### src/rtl/bus_width_splitter_if.sv
// Handshake bundle between the wide upstream port, the narrow downstream port
// and the splitter core. The master side issues wide requests and answers narrow beats.
interface bus_width_splitter_if #(
  parameter int AW       = 32,
  parameter int WideDW   = 64,
  parameter int NarrowDW = 32,
  parameter int SrcW     = 8
);
  localparam int WBW = WideDW / 8;
  localparam int NBW = NarrowDW / 8;

  logic                req_valid;
  logic                req_ready;
  logic [AW-1:0]       req_addr;
  logic                req_we;
  logic [WideDW-1:0]   req_wdata;
  logic [WBW-1:0]      req_be;
  logic [SrcW-1:0]     req_source;

  logic                nreq_valid;
  logic                nreq_ready;
  logic [AW-1:0]       nreq_addr;
  logic                nreq_we;
  logic [NarrowDW-1:0] nreq_wdata;
  logic [NBW-1:0]      nreq_be;

  logic                nrsp_valid;
  logic [NarrowDW-1:0] nrsp_rdata;
  logic                nrsp_error;

  logic                rsp_valid;
  logic                rsp_ready;
  logic [WideDW-1:0]   rsp_rdata;
  logic                rsp_error;
  logic [SrcW-1:0]     rsp_source;

  modport master (
    output req_valid, req_addr, req_we, req_wdata, req_be, req_source,
    output nreq_ready, nrsp_valid, nrsp_rdata, nrsp_error, rsp_ready,
    input  req_ready, nreq_valid, nreq_addr, nreq_we, nreq_wdata, nreq_be,
    input  rsp_valid, rsp_rdata, rsp_error, rsp_source
  );

  modport slave (
    input  req_valid, req_addr, req_we, req_wdata, req_be, req_source,
    input  nreq_ready, nrsp_valid, nrsp_rdata, nrsp_error, rsp_ready,
    output req_ready, nreq_valid, nreq_addr, nreq_we, nreq_wdata, nreq_be,
    output rsp_valid, rsp_rdata, rsp_error, rsp_source
  );
endinterface

### src/rtl/bus_width_splitter.sv
// Splits one wide transaction into sequential narrow beats, skipping lanes with no
// byte enables, and reassembles read data and error into a single wide response.
module bus_width_splitter_core #(
  parameter int AW       = 32,
  parameter int WideDW   = 64,
  parameter int NarrowDW = 32,
  parameter int SrcW     = 8
) (
  input logic                 clk_i,
  input logic                 rst_i,
  bus_width_splitter_if.slave bus
);
  localparam int RATIO   = WideDW / NarrowDW;
  localparam int WBW     = WideDW / 8;
  localparam int NBW     = NarrowDW / 8;
  localparam int BW      = (RATIO > 1) ? $clog2(RATIO) : 1;
  localparam int LOG_WBW = $clog2(WBW);
  localparam int LOG_NBW = $clog2(NBW);

  typedef enum logic [1:0] {IDLE, ISSUE, WAIT, RESP} state_e;

  state_e              state_q;
  logic [AW-1:0]       addr_q;
  logic                we_q;
  logic [WideDW-1:0]   wdata_q;
  logic [WBW-1:0]      be_q;
  logic [SrcW-1:0]     source_q;
  logic [WideDW-1:0]   rdata_q;
  logic                error_q;
  logic [BW-1:0]       beat_q;

  // Lowest beat index >= from whose byte-enable slice is non-zero; RATIO if none.
  function automatic int find_beat(input logic [WBW-1:0] be, input int from);
    int idx;
    idx = RATIO;
    for (int k = RATIO - 1; k >= 0; k--) begin
      if (k >= from && |be[k*NBW +: NBW]) idx = k;
    end
    return idx;
  endfunction

  int first_d;
  int next_d;

  // NOTE: give every always_comb output a value on every path, or a latch is inferred.
  always_comb begin
    first_d = find_beat(bus.req_be, 0);
    next_d  = find_beat(be_q, int'(beat_q) + 1);
  end

  // NOTE: sequential state uses non-blocking assignments so all registers update together.
  always_ff @(posedge clk_i or posedge rst_i) begin
    if (rst_i) begin
      state_q  <= IDLE;
      addr_q   <= '0;
      we_q     <= 1'b0;
      wdata_q  <= '0;
      be_q     <= '0;
      source_q <= '0;
      rdata_q  <= '0;
      error_q  <= 1'b0;
      beat_q   <= '0;
    end else begin
      case (state_q)
        IDLE: if (bus.req_valid) begin
          addr_q   <= bus.req_addr;
          we_q     <= bus.req_we;
          wdata_q  <= bus.req_wdata;
          be_q     <= bus.req_be;
          source_q <= bus.req_source;
          rdata_q  <= '0;
          error_q  <= 1'b0;
          // Skipped lanes are resolved here so a disabled beat never costs a cycle.
          if (first_d == RATIO) begin
            beat_q  <= '0;
            state_q <= RESP;
          end else begin
            beat_q  <= BW'(first_d);
            state_q <= ISSUE;
          end
        end
        ISSUE: if (bus.nreq_ready) state_q <= WAIT;
        WAIT: if (bus.nrsp_valid) begin
          if (!we_q) rdata_q[beat_q*NarrowDW +: NarrowDW] <= bus.nrsp_rdata;
          error_q <= error_q | bus.nrsp_error;
          if (next_d == RATIO) begin
            state_q <= RESP;
          end else begin
            beat_q  <= BW'(next_d);
            state_q <= ISSUE;
          end
        end
        RESP: if (bus.rsp_ready) begin
          beat_q  <= '0;
          state_q <= IDLE;
        end
        default: state_q <= IDLE;
      endcase
    end
  end

  assign bus.req_ready  = (state_q == IDLE);
  assign bus.nreq_valid = (state_q == ISSUE);
  assign bus.nreq_addr  = {addr_q[AW-1:LOG_WBW], {LOG_WBW{1'b0}}} + (AW'(beat_q) << LOG_NBW);
  assign bus.nreq_we    = we_q;
  assign bus.nreq_wdata = wdata_q[beat_q*NarrowDW +: NarrowDW];
  assign bus.nreq_be    = be_q[beat_q*NBW +: NBW];
  assign bus.rsp_valid  = (state_q == RESP);
  assign bus.rsp_rdata  = rdata_q;
  assign bus.rsp_error  = error_q;
  assign bus.rsp_source = source_q;
endmodule

module bus_width_splitter #(
  parameter int AW       = 32,
  parameter int WideDW   = 64,
  parameter int NarrowDW = 32,
  parameter int SrcW     = 8
) (
  input  logic                  clk_i,
  input  logic                  rst_i,
  input  logic                  req_valid_i,
  output logic                  req_ready_o,
  input  logic [AW-1:0]         req_addr_i,
  input  logic                  req_we_i,
  input  logic [WideDW-1:0]     req_wdata_i,
  input  logic [WideDW/8-1:0]   req_be_i,
  input  logic [SrcW-1:0]       req_source_i,
  output logic                  nreq_valid_o,
  input  logic                  nreq_ready_i,
  output logic [AW-1:0]         nreq_addr_o,
  output logic                  nreq_we_o,
  output logic [NarrowDW-1:0]   nreq_wdata_o,
  output logic [NarrowDW/8-1:0] nreq_be_o,
  input  logic                  nrsp_valid_i,
  input  logic [NarrowDW-1:0]   nrsp_rdata_i,
  input  logic                  nrsp_error_i,
  output logic                  rsp_valid_o,
  input  logic                  rsp_ready_i,
  output logic [WideDW-1:0]     rsp_rdata_o,
  output logic                  rsp_error_o,
  output logic [SrcW-1:0]       rsp_source_o
);
  bus_width_splitter_if #(.AW(AW), .WideDW(WideDW), .NarrowDW(NarrowDW), .SrcW(SrcW)) bus_if ();

  assign bus_if.req_valid  = req_valid_i;
  assign bus_if.req_addr   = req_addr_i;
  assign bus_if.req_we     = req_we_i;
  assign bus_if.req_wdata  = req_wdata_i;
  assign bus_if.req_be     = req_be_i;
  assign bus_if.req_source = req_source_i;
  assign bus_if.nreq_ready = nreq_ready_i;
  assign bus_if.nrsp_valid = nrsp_valid_i;
  assign bus_if.nrsp_rdata = nrsp_rdata_i;
  assign bus_if.nrsp_error = nrsp_error_i;
  assign bus_if.rsp_ready  = rsp_ready_i;

  assign req_ready_o  = bus_if.req_ready;
  assign nreq_valid_o = bus_if.nreq_valid;
  assign nreq_addr_o  = bus_if.nreq_addr;
  assign nreq_we_o    = bus_if.nreq_we;
  assign nreq_wdata_o = bus_if.nreq_wdata;
  assign nreq_be_o    = bus_if.nreq_be;
  assign rsp_valid_o  = bus_if.rsp_valid;
  assign rsp_rdata_o  = bus_if.rsp_rdata;
  assign rsp_error_o  = bus_if.rsp_error;
  assign rsp_source_o = bus_if.rsp_source;

  bus_width_splitter_core #(.AW(AW), .WideDW(WideDW), .NarrowDW(NarrowDW), .SrcW(SrcW)) u_core (
    .clk_i (clk_i),
    .rst_i (rst_i),
    .bus   (bus_if)
  );
endmodule

### config.mk
export PLATFORM = sky130hd
export DESIGN_NAME = bus_width_splitter
export DESIGN_NICKNAME = d
export VERILOG_FILES = /design/src/rtl/bus_width_splitter_if.sv /design/src/rtl/bus_width_splitter.sv
export SDC_FILE = /design/constraint.sdc
export NUM_CORES = 1
export LEC_CHECK = 0
export ABC_AREA = 1
export BUFFER_PORTS_ARGS = -buffer_cell sky130_fd_sc_hd__buf_4
export CORE_UTILIZATION = 30
export CTS_CLUSTER_DIAMETER = 80
export DETAILED_ROUTE_END_ITERATION = 12
export GPL_ROUTABILITY_DRIVEN = 0
export MAX_ROUTING_LAYER = met4
export PLACE_DENSITY_LB_ADDON = 0.12
export RECOVER_POWER = 100
export SYNTH_ARGS = -nofsm -noshare
export SYNTH_HDL_FRONTEND = slang
export SYNTH_SLANG_ARGS = --single-unit
### constraint.sdc
create_clock -name clk_i -period 7.85 [get_ports clk_i]
set_input_delay 1.9625 -clock clk_i [delete_from_list [all_inputs] [get_ports clk_i]]
set_output_delay 1.9625 -clock clk_i [all_outputs]
set_load 0.005 [all_outputs]
==> results of run 1 <==
==> layout make-up <==
cell class | count | area share (%)
clock buffers | 19 | 4.34
flip-flops and latches | 178 | 43.7
multi-input cells | 678 | 26.1
diodes | 1 | 0.0245
clock inverters | 13 | 1.15
well taps | 324 | 3.98
inverters | 19 | 0.785
repair buffers | 300 | 20.0
==> cell usage after synthesis, drive strengths merged <==
library cell / count
buf: 32
conb: 1
nand2: 582
clkinv: 1
dfrtp: 178
nand3b: 1
nand3: 68
a31oi: 1
clkbuf: 21
inv: 18
nor2: 16
o21ai: 7
a21oi: 1
==> logic make-up (layout without fill, tap and decap cells) <==
| group | Yosys count | after routing |
|---|---|---|
| AND/OR/NAND/NOR | 667 | 667 |
| flip-flops | 178 | 178 |
| buffers and inverters | 72 | 351 |
| AO/OA/AOI/OAI | 9 | 9 |
| other | 1 | 3 |
==> placed cells by master (no fill, tap or decap), drive strengths merged <==
cell type  Yosys  routed
dfrtp        178     178
diode          0       1
clkinv         1       4
inv           18      25
nand3b         1       1
nor2          16      16
nand3         68      68
clkbuf        21     167
nand2        582     582
clkinvlp       0       3
conb           1       2
buf           32     152
a21oi          1       1
a31oi          1       1
o21ai          7       7
==> registers in the layout, indices dropped and copies added (netlist names) <==
| name | cells |
|---|---|
| u_core.beat_q | 1 |
| u_core.bus.rsp_rdata | 64 |
| u_core.bus.rsp_error | 1 |
| u_core.be_q | 8 |
| u_core.addr_q | 29 |
| u_core.wdata_q | 64 |
| u_core.bus.rsp_source | 8 |
| u_core.bus.nreq_we | 1 |
| u_core.state_q | 2 |
==> worst min-delay path, cell delays in order (launching register included) <==
cell and delay (ps):
dfrtp_1 340, nand2_1 50, nand2_1 50
==> where the power goes <==
part	total, mW	switching, mW	internal [mW]
Sequential	1.48	0.200	1.28
Clock	0.829	0.402	0.427
Combinational	1.37	0.814	0.559
Total	3.68	1.42	2.27
==> stage by stage <==
step / utilization (%) / setup WS, ps / hold WS, ps / cell area [sq um]
floorplan: - / 1060 / 449 / 7460
global placement: 40.6 / 3900 / 455 / 9860
detailed placement: 40.6 / 3900 / 460 / 9860
CTS: 42.9 / 4100 / 477 / 10400
global route: 41.9 / 2030 / 493 / 10200
finish: 41.9 / 2580 / 466 / 10200
==> worst paths after layout <==
path / startpoint / endpoint / slack [ps]
worst max-delay path: nrsp_valid_i / u_core.bus.rsp_rdata[22]$_DFFE_PP0P_ / 2580
worst min-delay path: u_core.bus.rsp_rdata[0]$_DFFE_PP0P_ / u_core.bus.rsp_rdata[0]$_DFFE_PP0P_ / 470
worst max register to register: u_core.state_q[0]$_DFFE_PP0P_ / u_core.wdata_q[30]$_DFFE_PP0P_ / 3620
worst min register to register: u_core.bus.rsp_rdata[0]$_DFFE_PP0P_ / u_core.bus.rsp_rdata[0]$_DFFE_PP0P_ / 470
max in group asynchronous: rst_i / u_core.bus.rsp_rdata[22]$_DFFE_PP0P_ / 4600
min in group asynchronous: rst_i / u_core.bus.rsp_rdata[45]$_DFFE_PP0P_ / 1670
==> layer usage <==
layer  up-vias  wire length (um)  global-route usage, %
met5         -                 0                      -
met4         0               183                   4.15
met2       197             10100                   27.5
li1       3352                 -                      -
met3        15              1650                   6.10
met1      3096             10400                   23.8
==> out/qor.txt, run 1 <==
run status: finished, violations left
violated checks: max-capacitance violations, max-slew violations
first-pass GRT wire length: 35,600 um
compound-cell area share of the yosys netlist: 0.621%
WP data arrival: 5570 ps
WHS Path Cells: 2
Simple-Gate Fraction of Synth Area: 35.0%
Largest delay share family, worst path: buffers and inverters
reg2reg path depth: 6
count of state elements after synthesis: 178
largest area contributor in the netlist: dfrtp_1
most frequent CP cell: nand2_1
CP Depth: 9
H-tree levels: 4
Initial DRC Count: 385
Hold WC Path Type: reg -> reg
area growth from synthesis to layout: 36.7%
multiplexer share of the synthesized area: 0%
CTS Buf Count: 17
via count: 6,660
Synth Area in Adders: 0%
CP cell instances: clkbuf_1 > nand3b_2 > nand2_1 > nor2_4 > clkbuf_1 > nand2_1 > clkbuf_1 > nand2_1 > nand2_1
Fin Setup TNS: 0 ps
WL/cell: 14.5 um
Rel. slew slack: -82.5%
Worst path max stage delay: 1940 ps
fin crit share: 67.2%
total power: 3.68 mW
clk_skew: 19.2 ps
Crit Path Category: in -> reg
Max clock buf depth: 2
largest family of logic cells by synthesized area: simple AND/OR/NAND/NOR gates
YS warnings: 0
Mean Syn Cell Area: 8.05 sq um
Worst-path clk slew: 70 ps
Worst setup EP type: flop
endpoints failing setup: 0
RSZ-0062 raised after global routing: false
post_cts resized: 0
max-cap viol count: 4
Power Density: 361 nW/um^2
Fillers: 2,615
top-area cell type share of the netlist area: 59.7%
Final Slew Violations: 175
Synth Cell Area: 7460 sq um
crit path buf inv count: 3
Post-route DRC: 0
HPWL Detailed: 14,600 um
Top Ports: 297
GRT Total Usage: 18.3%
xor/xnor share of the synthesized area: 0%
Total Routed Length: 22,300 um
layout cells sized above 1: 23.1%
post-route insts no fill: 1,532
Storage cell area: 4450 sq um
Initial Util: 30.7%
initial antenna violation count: 1
clock sinks: 178
via/cell ratio: 4.35
Die Ht: 160 um
Setup crit start kind: input pin
Setup Buffers After CTS: 0
total core area: 24,300 sq um
Post-Syn Instances: 927
IO Port Bufs: 291
Max Fanout on Critical Path: 66
worst endpoint required time: 8150 ps
Std-Cell Rows: 57
clock latency on the worst-skew pair: 440 ps
multi-input logic area: 2660 sq um
Least-Margin Pin Slew: 2740 ps
Root Driver: clkbuf_16
vias in the first global route: 6,568
Fmax: 190 MHz
GR Overflow Total: 0
Final Net Count: 1,346
pin count of the biggest net entering global routing: 108
Horiz. Die Dim: 160 um
DRT Pass-1 Iters: 4
post-synthesis sequential area ratio: 59.7%
Crit-path slowest cell: clkbuf_1
Unique masters post-synth: 18
die area: 25,500 sq um
Tmin final: 5270 ps
Peak supply drop: 0.170 mV
CTS Hold Buffers Added: 0
LEAKAGE: 5.77 nW
placed insts: 1,499
Routed Antenna Nets: 0
CTS tree: built
synth top area cells: dfrtp_1 60%, nand2_1 29%, nand3_1 4.6%
Final Hold Viols: 0
(Power assumes the default switching activity.)
==> inputs of run 2 (changes only) <==
ABC_AREA = 0   (was 1)
clock period = 5.1 ns   (was 7.85 ns; I/O delays follow)
==> run 2 against run 1 <==
The run still ends with max-capacitance violations, max-slew violations left. Global-route usage down 3.3 points. Synthesized cell count shrank 44%. Sequential share of layout area is 1.1 points lower. Count of clock-buffer cells in the layout is 1 higher. First-iteration DRC count down 49%. Clock skew fell by 5.5 ps. Sequential cell count stayed put. Register-to-register slack got worse by 1700 ps. Setup slack lost 1400 ps. Combinational power grew 70%. Synthesized area rose by 4.2%. Critical endpoint is now nreq_wdata_o[10].
==> out/qor.txt, run 2 <==
Final Slew Violations: 401 (+130%)
Synth Cell Area: 7770 sq um (+4.2%)
Power Density: 581 nW/um^2 (+61%)
placed insts: 1,113 (-26%)
clk_skew: 13.6 ps (-5.52 ps)
crit path buf inv count: 1 (-2)
vias in the first global route: 5,589 (-15%)
CTS tree: built
Peak supply drop: 0.288 mV (+69%)
Fin Setup TNS: 0 ps (unchanged)
CP cell instances: mux2_2 > clkbuf_4
register-to-register setup slack: 1910 ps (-1710 ps)
diodes inserted: 0 (-1)
first-pass GRT wire length: 30,000 um (-16%)
Fmax: 253 MHz
post-route insts no fill: 1,145 (-25%)
Max clock buf depth: 2 (unchanged)
DRT Pass-1 Iters: 4 (unchanged)
die area: 26,500 sq um (+4.1%)
LEAKAGE: 4.96 nW (-14%)
synth top area cells: dfrtp_1 57%, mux2_2 26%, mux2_4 5.8%
hold slack: 507 ps (+40.4 ps)
top-area cell type share of the netlist area: 57.3% (-2.4 points)
max-cap viol count: 4 (unchanged)
worst endpoint required time: 3830 ps (-4320 ps)
H-tree levels: 4 (unchanged)
GR Overflow Total: 0 (unchanged)
total core area: 25,300 sq um (+4.1%)
pin count of the biggest net entering global routing: 179 (+66%)
endpoints failing setup: 0 (unchanged)
CTS Buf Count: 17 (unchanged)
via count: 5,108 (-23%)
count of state elements after synthesis: 178 (unchanged)
Routed Antenna Nets: 0 (unchanged)
via/cell ratio: 4.46 (+2.6%)
EDFF count, synth: 0 (unchanged)
Post-Syn Instances: 522 (-44%)
commonest non-fill, non-tap cells in the layout: 178 x mux2_2, 178 x dfrtp_1, 150 x buf_4, 95 x clkbuf_4, 67 x nor2b_1
IO Port Bufs: 291 (unchanged)
Total Routed Length: 18,900 um (-15%)
CP Depth: 2 (-7)
Final Hold Viols: 0 (unchanged)
Worst path max stage delay: 1610 ps (-330 ps)
reg2reg path depth: 3 (-3)
start point of the critical path: u_core.beat_q$_DFFE_PP0P_
Unique masters post-synth: 27 (+9)
Main synth FF type: dfrtp_1
Synth top cells by count: 181 x mux2_2, 178 x dfrtp_1, 67 x nor2b_1, 30 x mux2_4, 15 x buf_4
Worst-path clk slew: 60 ps (about the same)
worst setup path endpoint: nreq_wdata_o[10]
area growth from synthesis to layout: 34.5%
Setup Buffers After CTS: 0 (unchanged)
Initial DRC Count: 195 (-49%)
Die Ht: 163 um (+2.0%)
most common cell in the netlist: mux2_2
Largest delay share family, worst path: flip-flops
Max Fanout on Critical Path: 43 (-35%)
RSZ-0062 raised after global routing: false
post_cts resized: 0 (unchanged)
clock latency on the worst-skew pair: 430 ps (about the same)
Mean Syn Cell Area: 14.9 sq um (+85%)
Std-Cell Rows: 58 (+1.8%)
YS warnings: 0 (unchanged)
Setup crit start kind: flop
post-synthesis sequential area ratio: 57.3% (-2.4 points)
Rel. slew slack: -64.6% (+18 points)
WP data arrival: 2670 ps (-2900 ps)
CTS Hold Buffers Added: 0 (unchanged)
Root Driver: clkbuf_16
largest area contributor in the netlist: dfrtp_1
clock sinks: 178 (unchanged)
Top Ports: 297 (unchanged)
Crit-path slowest cell: dfrtp_1
Tmin final: 3950 ps
layout cells sized above 1: 56.3% (+33 points)
Fillers: 2,450 (-6.3%)
run status: finished, violations left
Final Net Count: 954 (-29%)
worst r2r dst: u_core.wdata_q[0]$_DFFE_PP0P_
GRT Total Usage: 15.0% (-3.3 points)
Crit Path Category: reg -> out
Worst setup EP type: output port
worst r2r src: u_core.state_q[0]$_DFFE_PP0P_
initial antenna violation count: 0 (-1)
Hold WC Path Type: reg -> reg
Post-synth ARST share: 100% (unchanged)
Post-route DRC: 0 (unchanged)
HPWL Detailed: 12,800 um (-12%)
WHS Path Cells: 1 (-1)
fin crit share: 77.4%
Least-Margin Pin Slew: 2470 ps (-268 ps)
Initial Util: 30.7% (about the same)
WL/cell: 16.5 um (+13%)
violated checks: max-capacitance violations, max-slew violations
Horiz. Die Dim: 163 um (+2.0%)
[run 2: cell types whose count changed after synthesis, sizes merged, moves of 2 or more]
| cell | delta |
|---|---|
| nand2 | -582 |
| mux2 | +211 |
| nor2b | +67 |
| nand3 | -66 |
| clkbuf | -18 |
| inv | -15 |
| nor2 | -10 |
| o21ai | -6 |
| nor4 | +3 |
| nand2b | +2 |
| nor3b | +2 |
[run 2: metal layers]
layer	vias to the layer above	part of all wire, %	global-route usage (%)	routed length [um]
met3	19	8.8	5.63	1650
met5	-	0	-	0
met4	0	1.5	4.97	288
met2	189	46	22.1	8590
li1	2365	-	-	-
met1	2535	44	18.9	8340
[run 2: final cells by class]
class	instances	area (sq um)	share of cell area [%]
Clock buffer	20	457	4.37
Clock inverter	12	111	1.07
Inverter	3	12.5	0.120
Multi-Input combinational cell	307	2970	28.4
Sequential cell	178	4450	42.6
Tap cell	330	413	3.95
Timing Repair Buffer	295	2030	19.4
[run 2: how the worst min path moves through the flow]
stage                                    from                        endpoint  slack, ps
2_1_floorplan  u_core.wdata_q[32]$_DFFE_PP0P_  u_core.wdata_q[32]$_DFFE_PP0P_        470
3_3_place_gp   u_core.wdata_q[63]$_DFFE_PP0P_  u_core.wdata_q[63]$_DFFE_PP0P_        480
3_5_place_dp   u_core.wdata_q[33]$_DFFE_PP0P_  u_core.wdata_q[33]$_DFFE_PP0P_        490
4_1_cts        u_core.wdata_q[47]$_DFFE_PP0P_  u_core.wdata_q[47]$_DFFE_PP0P_        510
5_1_grt        u_core.wdata_q[13]$_DFFE_PP0P_  u_core.wdata_q[13]$_DFFE_PP0P_        520
6_report         u_core.addr_q[3]$_DFFE_PP0P_    u_core.addr_q[3]$_DFFE_PP0P_        510
[run 2: cells by family after synthesis]
logic type / synth area share (%)
flip-flops: 57.3
buffers and inverters: 3.04
other: 0.0483
AO/OA/AOI/OAI: 0.693
multiplexers: 32.0
AND/OR/NAND/NOR: 6.86
[run 2: worst reg2reg max path: stages, from the launching register on]
cell and delay (ps):
dfrtp_1 500, nor3b_1 310, clkbuf_2 1690, mux2_2 570
[run 2: stage by stage]
step / utilization [%] / power, mW / area (sq um) / setup WS, ps
floorplan: - / 3.82 / 7780 / 1540
global placement: 40.4 / 5.02 / 10200 / 2050
detailed placement: 40.4 / 5.11 / 10200 / 2010
CTS: 42.6 / 6.43 / 10800 / 1710
global route: 41.3 / 6.51 / 10500 / 955
finish: 41.3 / 6.07 / 10500 / 1150
[run 2: power breakdown]
group	internal, mW	leakage (nW)	total, mW	switching [mW]
Clock	0.673	0.279	1.29	0.616
Sequential	2.06	2.23	2.45	0.397
Combinational	1.48	2.46	2.33	0.848
Total	4.21	4.96	6.07	1.86
